## config.mk

```make
export PLATFORM = sky130hd
export DESIGN_NAME = id_ex_alu_issue
export DESIGN_NICKNAME = d
export VERILOG_FILES = /design/src/rtl/id_ex_alu_issue.sv
export SDC_FILE = /design/constraint.sdc
export NUM_CORES = 1
export LEC_CHECK = 0
export CORE_ASPECT_RATIO = 0.6
export CORE_MARGIN = 3
export CORE_UTILIZATION = 39
export CTS_BUF_LIST = sky130_fd_sc_hd__clkbuf_2 sky130_fd_sc_hd__clkbuf_4 sky130_fd_sc_hd__clkbuf_8
export DETAILED_ROUTE_END_ITERATION = 10
export HOLD_SLACK_MARGIN = 0.02
export PLACE_DENSITY = 0.88
export SLEW_MARGIN = 20
export SYNTH_ARGS = -nofsm -noshare
export SYNTH_HDL_FRONTEND = slang
export SYNTH_SLANG_ARGS = --single-unit
```

## constraint.sdc

```tcl
create_clock -name Clk -period 2.1 [get_ports Clk]
set_input_delay 0.525 -clock Clk [delete_from_list [all_inputs] [get_ports Clk]]
set_output_delay 0.525 -clock Clk [all_outputs]
set_load 0.02 [all_outputs]
```

## src/rtl/id_ex_alu_issue.sv

```systemverilog
// id_ex_alu_issue: ID/EX stage register feeding the EX-stage ALU.
// Registers the decoded operands, immediate, ALUSrc, ALU control code and illegal-funct flag.
// The ALU control code is decoded from ALUOp/funct in ID before it is registered.
// Operand forwarding from MEM/WB is built only when ID_EX_FORWARDING_EN is defined.
// Without that macro, the forwarding inputs are accepted but ignored.
module id_ex_alu_issue #(
    parameter int DATA_WIDTH = 32,
    parameter int CTRL_WIDTH = 4
) (
    input  logic                  Clk,
    input  logic                  Reset,
    input  logic                  Stall_ID_EX,
    input  logic                  Flush_ID_EX,
    input  logic                  Instruction_Valid_ID,
    input  logic [DATA_WIDTH-1:0] Read_Data_1_ID,
    input  logic [DATA_WIDTH-1:0] Read_Data_2_ID,
    input  logic [DATA_WIDTH-1:0] Sign_Extend_ID,
    input  logic                  ALUSrc_ID,
    input  logic [1:0]            ALUOp_ID,
    input  logic [5:0]            Funct_ID,
    input  logic [1:0]            Forward_A_EX,
    input  logic [1:0]            Forward_B_EX,
    input  logic [DATA_WIDTH-1:0] ALU_Result_MEM,
    input  logic [DATA_WIDTH-1:0] Write_Data_WB,
    output logic [DATA_WIDTH-1:0] Read_Data_1_EX,
    output logic [DATA_WIDTH-1:0] ALU_Data_2_EX,
    output logic [DATA_WIDTH-1:0] Write_Data_EX,
    output logic [CTRL_WIDTH-1:0] ALU_Control_EX,
    output logic                  Valid_EX,
    output logic                  Illegal_Funct_EX
);

    localparam logic [CTRL_WIDTH-1:0] CTRL_AND = CTRL_WIDTH'(4'b0000);
    localparam logic [CTRL_WIDTH-1:0] CTRL_OR  = CTRL_WIDTH'(4'b0001);
    localparam logic [CTRL_WIDTH-1:0] CTRL_ADD = CTRL_WIDTH'(4'b0010);
    localparam logic [CTRL_WIDTH-1:0] CTRL_SUB = CTRL_WIDTH'(4'b0110);
    localparam logic [CTRL_WIDTH-1:0] CTRL_SLT = CTRL_WIDTH'(4'b0111);

    // Returns {illegal, ctrl}. An unsupported R-type funct falls back to add.
    // It is flagged illegal only when ID holds a real instruction.
    function automatic logic [CTRL_WIDTH:0] alu_decode(input logic [1:0] op,
                                                       input logic [5:0] funct,
                                                       input logic       valid);
        logic [CTRL_WIDTH-1:0] ctrl;
        logic                  ill;
        ctrl = CTRL_ADD;
        ill  = 1'b0;
        case (op)
            2'b00: ctrl = CTRL_ADD;
            2'b01: ctrl = CTRL_SUB;
            2'b11: ctrl = CTRL_OR;
            default: begin
                case (funct)
                    6'b100000: ctrl = CTRL_ADD;
                    6'b100010: ctrl = CTRL_SUB;
                    6'b100100: ctrl = CTRL_AND;
                    6'b100101: ctrl = CTRL_OR;
                    6'b101010: ctrl = CTRL_SLT;
                    default: begin
                        ctrl = CTRL_ADD;
                        ill  = valid;
                    end
                endcase
            end
        endcase
        return {ill, ctrl};
    endfunction

    logic                  valid_q,   valid_d;
    logic [DATA_WIDTH-1:0] rd1_q,     rd1_d;
    logic [DATA_WIDTH-1:0] rd2_q,     rd2_d;
    logic [DATA_WIDTH-1:0] imm_q,     imm_d;
    logic                  alusrc_q,  alusrc_d;
    logic [CTRL_WIDTH-1:0] ctrl_q,    ctrl_d;
    logic                  illegal_q, illegal_d;

    logic [CTRL_WIDTH-1:0] ctrl_id;
    logic                  illegal_id;

    // Decode the ALU control code from the ID-stage inputs.
    always_comb begin
        {illegal_id, ctrl_id} = alu_decode(ALUOp_ID, Funct_ID, Instruction_Valid_ID);
    end

    // Next stage contents: a flush bubbles even while stalled, a stall holds, otherwise load from ID.
    always_comb begin
        valid_d   = valid_q;
        rd1_d     = rd1_q;
        rd2_d     = rd2_q;
        imm_d     = imm_q;
        alusrc_d  = alusrc_q;
        ctrl_d    = ctrl_q;
        illegal_d = illegal_q;
        if (Flush_ID_EX) begin
            valid_d   = 1'b0;
            rd1_d     = '0;
            rd2_d     = '0;
            imm_d     = '0;
            alusrc_d  = 1'b0;
            ctrl_d    = CTRL_ADD;
            illegal_d = 1'b0;
        end else if (!Stall_ID_EX) begin
            valid_d   = Instruction_Valid_ID;
            rd1_d     = Read_Data_1_ID;
            rd2_d     = Read_Data_2_ID;
            imm_d     = Sign_Extend_ID;
            alusrc_d  = ALUSrc_ID;
            ctrl_d    = ctrl_id;
            illegal_d = illegal_id;
        end
    end

    // Stage register. Reset loads the same bubble as a flush.
    always_ff @(posedge Clk) begin
        if (Reset) begin
            valid_q   <= 1'b0;
            rd1_q     <= '0;
            rd2_q     <= '0;
            imm_q     <= '0;
            alusrc_q  <= 1'b0;
            ctrl_q    <= CTRL_ADD;
            illegal_q <= 1'b0;
        end else begin
            valid_q   <= valid_d;
            rd1_q     <= rd1_d;
            rd2_q     <= rd2_d;
            imm_q     <= imm_d;
            alusrc_q  <= alusrc_d;
            ctrl_q    <= ctrl_d;
            illegal_q <= illegal_d;
        end
    end

    logic [DATA_WIDTH-1:0] fwd_a;
    logic [DATA_WIDTH-1:0] fwd_b;

`ifdef ID_EX_FORWARDING_EN
    // Forwarding muxes. Selects are honoured even for a bubble; 11 is reserved and keeps the register value.
    always_comb begin
        fwd_a = rd1_q;
        fwd_b = rd2_q;
        case (Forward_A_EX)
            2'b10:   fwd_a = ALU_Result_MEM;
            2'b01:   fwd_a = Write_Data_WB;
            default: fwd_a = rd1_q;
        endcase
        case (Forward_B_EX)
            2'b10:   fwd_b = ALU_Result_MEM;
            2'b01:   fwd_b = Write_Data_WB;
            default: fwd_b = rd2_q;
        endcase
    end
`else
    logic unused_fwd;
    assign unused_fwd = ^{Forward_A_EX, Forward_B_EX, ALU_Result_MEM, Write_Data_WB};

    // Without forwarding, operands come straight from the stage register.
    always_comb begin
        fwd_a = rd1_q;
        fwd_b = rd2_q;
    end
`endif

    // Drive the EX-side outputs. Operand 2 takes the immediate when ALUSrc is set.
    always_comb begin
        Read_Data_1_EX   = fwd_a;
        Write_Data_EX    = fwd_b;
        ALU_Data_2_EX    = alusrc_q ? imm_q : fwd_b;
        ALU_Control_EX   = ctrl_q;
        Valid_EX         = valid_q;
        Illegal_Funct_EX = illegal_q;
    end

endmodule
```

Word level (Yosys, flattened, before mapping)
Index checks and enable logic that the tools add are counted.

storage, ports and cells
  word-level logic and storage cells = 23
  bits of input ports = 178
  memories = 0
  flip-flop bits (word level) = 103
  ROM bits = 0
  output and inout port bits = 102
  latch bits = 0
  RAM bits = 0

cells by class
  $mul = 0
  div/mod/pow operators = 0
  bitwise gates (word level) = 0
  shift-type cells = 0
  add/subtract/negate cells = 0
  reduce and logical (&&, ||, !) cells = 4
  order comparisons = 0
  eq/ne operators = 7
  mux-type cells = 5

operator list
  operator                                                               count
  32-bit 2-to-1 mux                                                      1
  6-bit equality test, second input constant                             5
  3-bit case mux with 4 select lines                                     1
  3-bit case mux with 3 select lines                                     1
  5-bit OR reduction                                                     1
  3-bit OR reduction                                                     1
  2-bit by 1-bit equality test with 1-bit output, second input constant  1
  2-bit equality test, second input constant                             1
  2-bit logical NOT                                                      1
  1-bit 2-to-1 mux                                                       2
  2-bit OR reduction                                                     1

Depth between registers and ports, before layout
  word-level depth = 4
  mapped depth = 5
  mapped depth without buffers = 3

Worst setup path before layout
OpenSTA, ideal clock, no wires.

  path kind = flip-flop to output port
  start = register alusrc_q
  end = output ALU_Data_2_EX[10]
  path buffers = 2
  arrival time = 1032 ps
  path slack = 543 ps
  cell stages (with the launch flop) = 4
  required time = 1575 ps
  cells stage by stage = dfxtp_1 -> buf_2 -> buf_2 -> mux2_2

on the way
  cells in the longest elaborated chain, start to end = 1

RTL lines
  item                    RTL line  source
  from (decl)             73        logic alusrc_q, alusrc_d;
  from (signal assigned)  128       alusrc_q <= alusrc_d;
  32-bit 2-to-1 mux       168       ALU_Data_2_EX = alusrc_q ? imm_q : fwd_b;
  to (decl)               26        output logic [DATA_WIDTH-1:0] ALU_Data_2_EX,

No other way between the ends.

Worst setup path after layout
  start = register alusrc_q
  end = output ALU_Data_2_EX[18]

Same word-level chain as after synthesis.

==> results.toml <==
[floorplanning]
die_w_um = 138
start_util_pct = 40.8
ioPinCount = 280
rows = 28
core_mm2 = 0.0101
die-area_mm2 = 0.0118
die_h_um = 85.4

[clock_tree]
cts_tree = "done"
ctsHoldBuffers = 0
numCtsBuffers = 9
h-tree-depth = 3
post_cts_buffers = 0
cts_root_buffer = "clkbuf_8"
cts_sinks = 102
clk_pin_slew_ns = 0.09
clockBufferDepth = 2
insertion_delay_ns = 0.35

[power]
internal_power_mw = 2.86
pwr-share-comb_pct = 18.2
switching_share_pct = 25.8
power.leakage_nw = 2.72
p_per_area_mw_per_mm2 = 603
clkPwrFrac_pct = 29.0
p_seq_share_pct = 52.8
power_mw = 3.85
p_sw_mw = 0.993
vdd_drop_max_uv = 356

[worst_setup_path]
worstPathArrival_ns = 1.50
path_class = "flop to output port"
required_ns = 1.57
cp-start-kind = "flop"
worstPathMaxFanout = 15
critPathCaptureType = "output port"

[synthesis]
synth_xor_area_share_pct = 0
synth_ff_type = "dfxtp_1"
synthCells = 385
ys_ff_latch = 102
syn-cell-area_mm2 = 0.00410
synth_simple_gate_area_share_pct = 11.3
synth_top_area_share_pct = 49.8
muxShareOfSynthArea_pct = 32.5
synth_top_family_by_area = "multiplexers"
synth_cell_types = 25
seq_area_frac_synth_pct = 49.8
synth_area_per_cell_um2 = 10.6
synth.area.top_cells = "dfxtp_1 50%, mux2i_1 24%, nor2_1 9.2%"
synthesis.nets = 563
ys_async_sr_fraction_pct = 0
yosysTopAreaCell = "dfxtp_1"
yosys.area_share.adder_pct = 0
yosys_warnings = 0
synth_edf_count = 0
synth_compound_area_share_pct = 1.86

[drt]
drt-initial-drc-count = 90
vias = 3432
ant_nets = 0
wl_per_cell_um = 15.5
vias_per_cell = 4.73
drt_pass1_iterations = 4
drcViolationCount = 0
wl_mm = 11.3

[finish]
syn_to_final_growth_pct = 55.8
final_nets = 764
final_util_pct = 63.5
antennaDiodeCount = 0
drive_above_1_share_pct = 15.6

[sta]
clock-skew-final_ns = 0
fin_crit_ns = 2.03
setup_viol = 0
tns_ns = 0
finalCritPeriodShare_pct = 96.7
fmax_mhz = 493
finalHoldViolations = 0
rsz0062_at_grt = "no"
slew_violations = 0

[grt]
grt_start_max_net_pins = 63
grt_usage_pct = 18.7
grt_pass1_wl_mm = 18.1
grt_pass1_vias = 3479
antenna_found_initial = 0
grt_remaining_overflow = 0

[placement]
gp_congestion = 0.813
io_buffers = 210
dp_hpwl_mm = 8.34

[run_status]
outcome = "finished clean"

[flow_run]
drv_cap = 0

[hold_path]
hold_path.class = "flop to flop"
[sequential cells by signal (all words and copies together), names as in the netlist]
register and cells:
Illegal_Funct_EX 1, imm_q 32, alusrc_q 1, Valid_EX 1, Read_Data_1_EX 32, ALU_Control_EX 3, Write_Data_EX 32
[synthesized netlist by cell type (2+ instances only)]
library cell / count
buf_4: 6
buf_6: 4
nor4b_1: 2
dfxtp_1: 102
clkbuf_1: 7
nand3_1: 3
o31ai_1: 2
a21oi_1: 3
mux2_2: 32
inv_1: 3
buf_2: 11
mux2i_1: 97
nor2b_1: 2
nor2_1: 100
[area by class of cell]
| class | instances | area [um2] |
|---|---|---|
| sequential | 102 | 2050 |
| inverter | 3 | 11.3 |
| fill | 786 | 3670 |
| clock buffer | 11 | 139 |
| tap | 135 | 169 |
| clock inverter | 5 | 36.3 |
| multi-input combinational | 252 | 1880 |
| timing repair buffer | 218 | 2110 |
[worst paths after layout]
| kind | from | slack [ns] | depth (start not counted) | to |
|---|---|---|---|---|
| worst max-delay path | alusrc_q | 0.07 | 3 | ALU_Data_2_EX[18] |
| worst min-delay path | ALU_Control_EX[2] | 0.48 | 2 | ALU_Control_EX[2] |
| worst max register to register | ALU_Control_EX[0] | 1.27 | 3 | ALU_Control_EX[0] |
| worst min register to register | ALU_Control_EX[2] | 0.48 | 2 | ALU_Control_EX[2] |
[cell usage in the layout (no fill, tap or decap), types with 2 or more instances in the layout]
| cell | instances |
|---|---|
| buf_12 | 6 |
| clkbuf_8 | 9 |
| buf_2 | 14 |
| clkbuf_2 | 16 |
| mux2_2 | 32 |
| clkinvlp_4 | 3 |
| buf_4 | 2 |
| mux2i_1 | 97 |
| inv_1 | 3 |
| clkdlybuf4s50_1 | 177 |
| a21oi_1 | 3 |
| o31ai_1 | 2 |
| nor2_1 | 100 |
| clkbuf_4 | 2 |
| dfxtp_1 | 101 |
| nor2b_1 | 2 |
| nor4b_1 | 2 |
| nand3_1 | 3 |
[worst max-delay path, stage by stage, from the launching register on]
cell	delay (ns)
dfxtp_4	0.40
buf_16	0.16
mux2_2	0.34
clkdlybuf4s15_2	0.25
[through the flow]
step	instance area (um2)	hold WS [ns]	setup WS, ns	cells
after global routing	6380	0.519	0.00283	726
final	6380	0.476	0.0701	726
after CTS	6470	0.479	-0.0180	726
after detailed placement	6320	0.464	0.0491	709
after global placement	6320	0.461	0.0706	709
after floorplan	4100	0.458	0.543	385
[what timing repair did]
| item | 4_1_cts | 5_1_grt |
|---|---|---|
| cloned | 1 | 0 |
| endpoints found under the hold margin | 0 | 0 |
| gates resized for setup | 92 | 20 |
| setup endpoints to repair | 32 | 19 |
[power by group through the flow]
stage,Combinational [mW],Sequential (mW),Clock (mW)
2_1_floorplan,0.286,2.12,0
3_3_place_gp,0.704,2.07,0
3_5_place_dp,0.719,2.08,0
4_1_cts,0.712,2.04,1.16
5_1_grt,0.746,2.04,1.25
6_report,0.700,2.03,1.12
[per-layer routing]
metal / global-route usage (%) / up-vias / wire [um] / part of all wire (%)
met1: 23.2 / 1589 / 4950 / 44
met5: 0 / - / 0 / 0
met4: 4.30 / 0 / 82 / 0.73
met2: 30.7 / 135 / 5220 / 46
met3: 8.00 / 10 / 1020 / 9.1
li1: - / 1698 / - / -
[cell families (layout without fill, tap and decap cells)]
kind of cell	count (synthesis)	count (layout)
compound gates	10	10
mux	129	129
other cells	1	1
flops	102	102
simple gates	112	112
buf+inv	31	237
Note: power is estimated with default switching activity, not from simulation.
